`src/rtl/wb_stage_if.sv`:
```
// MEM-to-writeback handshake bundle: retiring instruction fields plus the load-data return path.
interface wb_stage_if #(
  parameter int unsigned DATA_W = 16,
  parameter int unsigned REG_W  = 3
);
  logic              in_valid;
  logic              in_ready;
  logic              in_reg_write;
  logic              in_mem_to_reg;
  logic [REG_W-1:0]  in_dest;
  logic [DATA_W-1:0] in_alu_result;
  logic [DATA_W-1:0] mem_rdata;
  logic              mem_rdata_valid;

  modport master (
    output in_valid, in_reg_write, in_mem_to_reg, in_dest, in_alu_result,
    output mem_rdata, mem_rdata_valid,
    input  in_ready
  );

  modport slave (
    input  in_valid, in_reg_write, in_mem_to_reg, in_dest, in_alu_result,
    input  mem_rdata, mem_rdata_valid,
    output in_ready
  );
endinterface

```
`src/rtl/wb_stage.sv`:
```
// Writeback stage: holds one retiring instruction, waits for load data if needed, then
// drives a single-cycle register-bank write plus forwarding info and a retired counter.
module wb_stage #(
  parameter int unsigned DATA_W = 16,
  parameter int unsigned REG_W  = 3,
  parameter int unsigned CNT_W  = 16
) (
  input  logic              clock,
  input  logic              reset_n,
  wb_stage_if.slave         bus,
  output logic              reg_write,
  output logic [REG_W-1:0]  write_reg,
  output logic [DATA_W-1:0] write_data,
  output logic              fwd_valid,
  output logic [REG_W-1:0]  fwd_reg,
  output logic [DATA_W-1:0] fwd_data,
  output logic              busy,
  output logic [CNT_W-1:0]  retired_count
);

  typedef enum logic [1:0] {StIdle, StWaitMem, StCommit} state_e;

  state_e            state_q, state_d;
  logic              xfer;
  logic              hold_rw_q;
  logic [REG_W-1:0]  dest_q;
  logic [DATA_W-1:0] data_q;
  logic              reg_write_q;
  logic [REG_W-1:0]  write_reg_q;
  logic [DATA_W-1:0] write_data_q;
  logic [CNT_W-1:0]  cnt_q;
  logic              commit_rw_d;
  logic [REG_W-1:0]  commit_reg_d;
  logic [DATA_W-1:0] commit_data_d;

  assign bus.in_ready = reset_n & (state_q != StWaitMem);
  assign xfer         = bus.in_valid & bus.in_ready;

  always_ff @(posedge clock) begin
    if (!reset_n) begin
      state_q <= StIdle;
    end else begin
      state_q <= state_d;
    end
  end

  always_comb begin
    state_d = state_q;
    unique case (state_q)
      StIdle, StCommit: begin
        if (xfer) begin
          state_d = bus.in_mem_to_reg ? StWaitMem : StCommit;
        end else begin
          state_d = StIdle;
        end
      end
      StWaitMem: begin
        if (bus.mem_rdata_valid) begin
          state_d = StCommit;
        end
      end
      default: state_d = StIdle;
    endcase
  end

  // Write-port values are computed one edge early so the bank sees plain flop outputs.
  always_comb begin
    commit_reg_d  = xfer ? bus.in_dest : dest_q;
    commit_data_d = xfer ? bus.in_alu_result : bus.mem_rdata;
    commit_rw_d   = (state_d == StCommit) & (xfer ? bus.in_reg_write : hold_rw_q);
    busy          = (state_q == StWaitMem);
    fwd_valid     = reg_write_q;
    fwd_reg       = dest_q;
    fwd_data      = data_q;
  end

  always_ff @(posedge clock) begin
    if (!reset_n) begin
      hold_rw_q    <= 1'b0;
      dest_q       <= '0;
      data_q       <= '0;
      reg_write_q  <= 1'b0;
      write_reg_q  <= '0;
      write_data_q <= '0;
      cnt_q        <= '0;
    end else begin
      if (xfer) begin
        hold_rw_q <= bus.in_reg_write;
        dest_q    <= bus.in_dest;
        if (!bus.in_mem_to_reg) begin
          data_q <= bus.in_alu_result;
        end
      end else if (state_q == StWaitMem && bus.mem_rdata_valid) begin
        data_q <= bus.mem_rdata;
      end
      reg_write_q <= commit_rw_d;
      if (state_d == StCommit) begin
        write_reg_q  <= commit_reg_d;
        write_data_q <= commit_data_d;
      end
      // COMMIT is always exactly one cycle, so every cycle spent there is one retirement.
      if (state_q == StCommit) begin
        cnt_q <= cnt_q + CNT_W'(1);
      end
    end
  end

  assign reg_write     = reg_write_q;
  assign write_reg     = write_reg_q;
  assign write_data    = write_data_q;
  assign retired_count = cnt_q;

endmodule

```
`src/flat_wrapper.sv`:
```
// flat-port wrapper written by rule: the top's interface ports become plain ports
module wb_stage_flat 
#(
  parameter int unsigned DATA_W = 16,
  parameter int unsigned REG_W  = 3,
  parameter int unsigned CNT_W  = 16
)
  (clock, reset_n, reg_write, write_reg, write_data, fwd_valid, fwd_reg, fwd_data, busy, retired_count, bus_in_valid, bus_in_reg_write, bus_in_mem_to_reg, bus_in_dest, bus_in_alu_result, bus_mem_rdata, bus_mem_rdata_valid, bus_in_ready);
  wb_stage_if #(.DATA_W(DATA_W), .REG_W(REG_W)) bus_i ();
  input  logic clock;
  input  logic reset_n;
  output logic reg_write;
  output logic [REG_W-1:0] write_reg;
  output logic [DATA_W-1:0] write_data;
  output logic fwd_valid;
  output logic [REG_W-1:0] fwd_reg;
  output logic [DATA_W-1:0] fwd_data;
  output logic busy;
  output logic [CNT_W-1:0] retired_count;
  input wire logic [$bits(bus_i.in_valid)-1:0] bus_in_valid;
  input wire logic [$bits(bus_i.in_reg_write)-1:0] bus_in_reg_write;
  input wire logic [$bits(bus_i.in_mem_to_reg)-1:0] bus_in_mem_to_reg;
  input wire logic [$bits(bus_i.in_dest)-1:0] bus_in_dest;
  input wire logic [$bits(bus_i.in_alu_result)-1:0] bus_in_alu_result;
  input wire logic [$bits(bus_i.mem_rdata)-1:0] bus_mem_rdata;
  input wire logic [$bits(bus_i.mem_rdata_valid)-1:0] bus_mem_rdata_valid;
  output wire logic [$bits(bus_i.in_ready)-1:0] bus_in_ready;
  assign bus_i.in_valid = bus_in_valid;
  assign bus_i.in_reg_write = bus_in_reg_write;
  assign bus_i.in_mem_to_reg = bus_in_mem_to_reg;
  assign bus_i.in_dest = bus_in_dest;
  assign bus_i.in_alu_result = bus_in_alu_result;
  assign bus_i.mem_rdata = bus_mem_rdata;
  assign bus_i.mem_rdata_valid = bus_mem_rdata_valid;
  assign bus_in_ready = bus_i.in_ready;
  wb_stage #(.DATA_W(DATA_W), .REG_W(REG_W), .CNT_W(CNT_W)) u_core (.clock(clock), .reset_n(reset_n), .bus(bus_i), .reg_write(reg_write), .write_reg(write_reg), .write_data(write_data), .fwd_valid(fwd_valid), .fwd_reg(fwd_reg), .fwd_data(fwd_data), .busy(busy), .retired_count(retired_count));
endmodule
```
`config.mk`:
```
export PLATFORM = sky130hd
export DESIGN_NAME = wb_stage_flat
export DESIGN_NICKNAME = d
export VERILOG_FILES = /design/src/rtl/wb_stage_if.sv /design/src/rtl/wb_stage.sv /design/src/flat_wrapper.sv
export SDC_FILE = /design/constraint.sdc
export NUM_CORES = 1
export LEC_CHECK = 0
export BUFFER_PORTS_ARGS = -buffer_cell sky130_fd_sc_hd__buf_2
export CAP_MARGIN = 10
export CORE_ASPECT_RATIO = 2
export CORE_UTILIZATION = 40
export CTS_BUF_LIST = sky130_fd_sc_hd__clkbuf_4 sky130_fd_sc_hd__clkbuf_8
export DETAILED_ROUTE_END_ITERATION = 8
export GPL_TIMING_DRIVEN = 1
export PLACE_DENSITY = 0.72
export SLEW_MARGIN = 30
export SYNTH_ARGS = -nofsm -noshare
export SYNTH_HDL_FRONTEND = slang
export SYNTH_SLANG_ARGS = --single-unit
```
`constraint.sdc`:
```
create_clock -name clock -period 4.1 [get_ports clock]
set_input_delay 0 -clock clock [delete_from_list [all_inputs] [get_ports clock]]
set_output_delay 0 -clock clock [all_outputs]
set_load 0.005 [all_outputs]
```
==> key figures <==
STA
  – Upper clock frequency limit: 531 MHz
  – Maximum clock skew at final layout: 0.00785 ns
  – Count of endpoints failing setup in the final report: 0
  – Max-slew violation total from the final report: 0
  – Share of the cycle needed by the critical path after routing: 45.9%
  – Setup repair after global routing missed its margin: false
  – Number of endpoints with negative hold slack in the final report: 0
  – Sum Neg Setup Slack: 0 ns
  – Slew @ Worst Pin: 0.803 ns
  – Time the worst path needs with I/O delays and setup: 1.88 ns
  – Tightest slew margin relative to the limit: 46.4%

Worst setup path
  – Sequence of cells on the critical path: and2b_4, nor2_4, mux2i_1, a211oi_1
  – Peak fanout along the critical path: 20
  – Crit. End Element: flop
  – Critical Path Start Type: flop
  – Highest cell delay on the worst timing path: 0.64 ns
  – Category of the critical setup timing path: reg2reg
  – Crit path required time: 4.28 ns
  – Cell with the largest stage delay on the worst path: sky130_fd_sc_hd__nor2_4
  – Data arrival time of the critical path: 2.07 ns

Floorplan
  – Placeable core region: 5960 um2
  – Die Wd: 57.4 um
  – Total Die Area: 6480 um2
  – Ports placed on the boundary: 99
  – Die Span Y: 113 um
  – Cell Rows: 40
  – Initial Utilization: 41.3%

Clocking
  – Number of clock sinks seen by CTS: 58
  – Number of setup buffers added after CTS: 0
  – Clock tree from TritonCTS: built
  – Resized cells post-CTS: 0
  – Buffer depth of the longest clock path: 2
  – Clk Tree Root Cell: sky130_fd_sc_hd__clkbuf_8
  – H-tree levels: 3
  – Source-to-sink clock delay at the later pin of the worst-skew pair: 0.33 ns
  – Hold-fix buffers at CTS: 6
  – Clock transition at the registers of the reported paths: 0.06 ns
  – Clock buffer count from CTS: 9

Routing
  – Top routing layer in use: met4
  – Initial DRC Count: 45
  – Post-detailed-route via-to-cell ratio: 5.11
  – Final routed wirelength across all metal layers: 5690 um
  – Post-route ant nets: 0
  – Remaining design rule violation count: 6
  – Met2 WL: 3130 um
  – Routed metal-1 wirelength: 2100 um
  – Count of vias placed by the detailed router: 2102
  – Average routed wire per standard cell: 13.8 um
  – Amount of wire on met3 after detailed routing: 301 um
  – Detailed Routing Iterations Pass 1: 6

Power and ir drop
  – Largest voltage drop on the vdd net: 228 uV
  – Reg power frac: 49.6%
  – Net Switching: 304 uW
  – Share of power burned in the clock network: 36.9%
  – Proportion of power drawn by combinational gates: 13.5%
  – Net switching fraction of the power: 24.7%
  – Internal power: 928 uW
  – PD cells: 389 nW/um2
  – Static leakage: 1.37 nW

Global routing
  – Initial antenna violation count: 0
  – Vias in the first global route: 1940
  – Maximum number of pins on one net before global-route repair: 56
  – Global Route Usage Sum: 18.5%
  – First-pass GRT wire length: 8980 um
  – Overflow after GRT: 0

Placed design
  – Number of buffers inserted by port buffering: 98
  – Cell total after placement: 392
  – Sum of net half-perimeters after detailed placement: 3950 um
  – RD Place Congestion: 0.732

Hold path
  – Worst hold path type: in2reg

Yosys
  – Syn Area/Cell: 10.0 um2
  – Sequential element share of the synthesized area: 47.3%
  – Total nets after synthesis: 287
  – Cell area after synthesis: 2460 um2
  – Combinational family with the most area after synthesis: simple AND/OR/NAND/NOR gates
  – Number of distinct library cells after synthesis: 34
  – Post-synthesis cell count: 245
  – XOR/XNOR Fraction of Synth Area: 3.92%
  – Synth Warn #: 0
  – Register bit total from synthesis: 58
  – Share of synthesized area spent on multiplexers: 9.78%
  – Adder and majority cell fraction of the synthesized area: 0.509%
  – Synth Area in Simple Gates: 17.7%
  – Share of the synthesized area in compound gates (AO/OA/AOI/OAI): 16.0%

Flow run
  – Max Cap Violations: 0

Outcome
  – Violated checks: DRC
  – Status: complete, but fails checks

Layout
  – Final-stage net count: 388
  – Antenna Diode Count: 0
  – Leading cell types in the layout, fill and taps excluded: 98 x sky130_fd_sc_hd__buf_2, 58 x sky130_fd_sc_hd__dfxtp_1, 52 x sky130_fd_sc_hd__nor2_1, 24 x sky130_fd_sc_hd__mux2i_1, 21 x sky130_fd_sc_hd__a211oi_1
  – Share of final-layout standard cells stronger than drive strength 1: 39.7%
  – Final Instance Count excl. Fillers: 411
  – Leading cell type in the layout, fill and taps excluded: sky130_fd_sc_hd__buf_2
  – Area growth from synthesis to layout: 28.9%
[logic make-up after synthesis]
kind of cell / count (synthesis)
compound gates: 40
xor+xnor: 11
fa+ha+maj: 1
buf+inv: 20
flops: 58
mux: 24
simple gates: 91
[metrics by stage]
stage | power, mW | hold WS [ns] | setup WS, ns | cell area, um2 | util, %
finish | 1.23 | 0.0144 | 2.22 | 3170 | 53.2
global placement | 0.784 | 0.268 | 2.23 | 2940 | 49.3
CTS | 1.25 | 0.00201 | 2.19 | 3170 | 53.2
global route | 1.29 | 0.0182 | 2.06 | 3170 | 53.2
floorplan | 0.726 | 0.164 | 2.70 | 2460 | -
detailed placement | 0.788 | 0.277 | 2.20 | 2940 | 49.4
[layer usage]
layer  vias up  GRT usage [%]
met5         -              0
met4         0           10.1
met3        10           5.83
met2        64           33.7
met1       966           17.6
li1       1062              -
[power by group through the flow]
stage                     Clock [mW]  Combinational [mW]  Sequential, mW
final                          0.454               0.167           0.611
after global routing           0.492               0.185           0.614
after CTS                      0.471               0.169           0.612
after detailed placement           0               0.164           0.624
after global placement             0               0.160           0.623
after floorplan                    0               0.101           0.625
[final timing paths]
| kind | start | end | slack, ns | depth (start not counted) |
|---|---|---|---|---|
| min | reset_n | u_core.retired_count[14]$_SDFFE_PN0N_ | 0.01 | 3 |
| min reg2reg | u_core.retired_count[15]$_SDFFE_PN0N_ | u_core.retired_count[15]$_SDFFE_PN0N_ | 0.47 | 2 |
| max reg2reg | u_core.state_q[1]$_SDFF_PN0_ | u_core.write_data[3]$_SDFFE_PN0N_ | 2.22 | 4 |
| max | u_core.state_q[1]$_SDFF_PN0_ | u_core.write_data[3]$_SDFFE_PN0N_ | 2.22 | 4 |
[layout make-up]
type,count,area [um2]
multi-input cells,167,1180
inverters,4,17.5
clock buffers,13,166
flip-flops and latches,58,1160
fillers,568,2790
repair buffers,106,566
well taps,63,78.8
[critical path, delay by kind of cell, from the launching register on]
family | cells | cell delay [ns]
muxes | 1 | 0.37
DFF | 1 | 0.37
and+or+nand+nor | 2 | 0.88
AOI/OAI and AO/OA | 1 | 0.11
[cell usage after synthesis]
cell                        n  area share (%)
sky130_fd_sc_hd__a211oi_2  14             7.1
sky130_fd_sc_hd__nand4b_1   1            0.36
sky130_fd_sc_hd__nor2b_1    1            0.25
sky130_fd_sc_hd__nor3_1     4            0.81
sky130_fd_sc_hd__o31ai_4    2             1.7
sky130_fd_sc_hd__mux2i_1   24             9.8
sky130_fd_sc_hd__nor2_1    52             7.9
sky130_fd_sc_hd__inv_2      1            0.15
sky130_fd_sc_hd__inv_1      3            0.46
sky130_fd_sc_hd__nand2_2    1            0.25
sky130_fd_sc_hd__buf_4      2            0.61
sky130_fd_sc_hd__nor3b_1    1            0.31
sky130_fd_sc_hd__and2b_4    1            0.41
sky130_fd_sc_hd__clkbuf_1   4            0.61
sky130_fd_sc_hd__and2_1     2            0.51
sky130_fd_sc_hd__buf_2      4            0.81
sky130_fd_sc_hd__nand4_1    5             1.3
sky130_fd_sc_hd__nor4_1     2            0.51
sky130_fd_sc_hd__a211oi_1  21             6.4
sky130_fd_sc_hd__nand2_1    4            0.61
sky130_fd_sc_hd__nand3b_1   3            0.92
sky130_fd_sc_hd__a31o_2     1            0.36
sky130_fd_sc_hd__xor2_1     3             1.1
sky130_fd_sc_hd__ha_1       1            0.51
sky130_fd_sc_hd__dfxtp_1   58              47
sky130_fd_sc_hd__nor2_4     1            0.46
sky130_fd_sc_hd__and3_1     1            0.25
sky130_fd_sc_hd__buf_6      4             1.8
sky130_fd_sc_hd__a21oi_1    2            0.41
sky130_fd_sc_hd__xnor2_1    8             2.9
sky130_fd_sc_hd__nand2b_1   4             1.0
sky130_fd_sc_hd__nor2_2     4             1.0
sky130_fd_sc_hd__buf_1      2            0.31
sky130_fd_sc_hd__nand3_1    4            0.81
No activity file was read; power rests on OpenSTA's default activity.
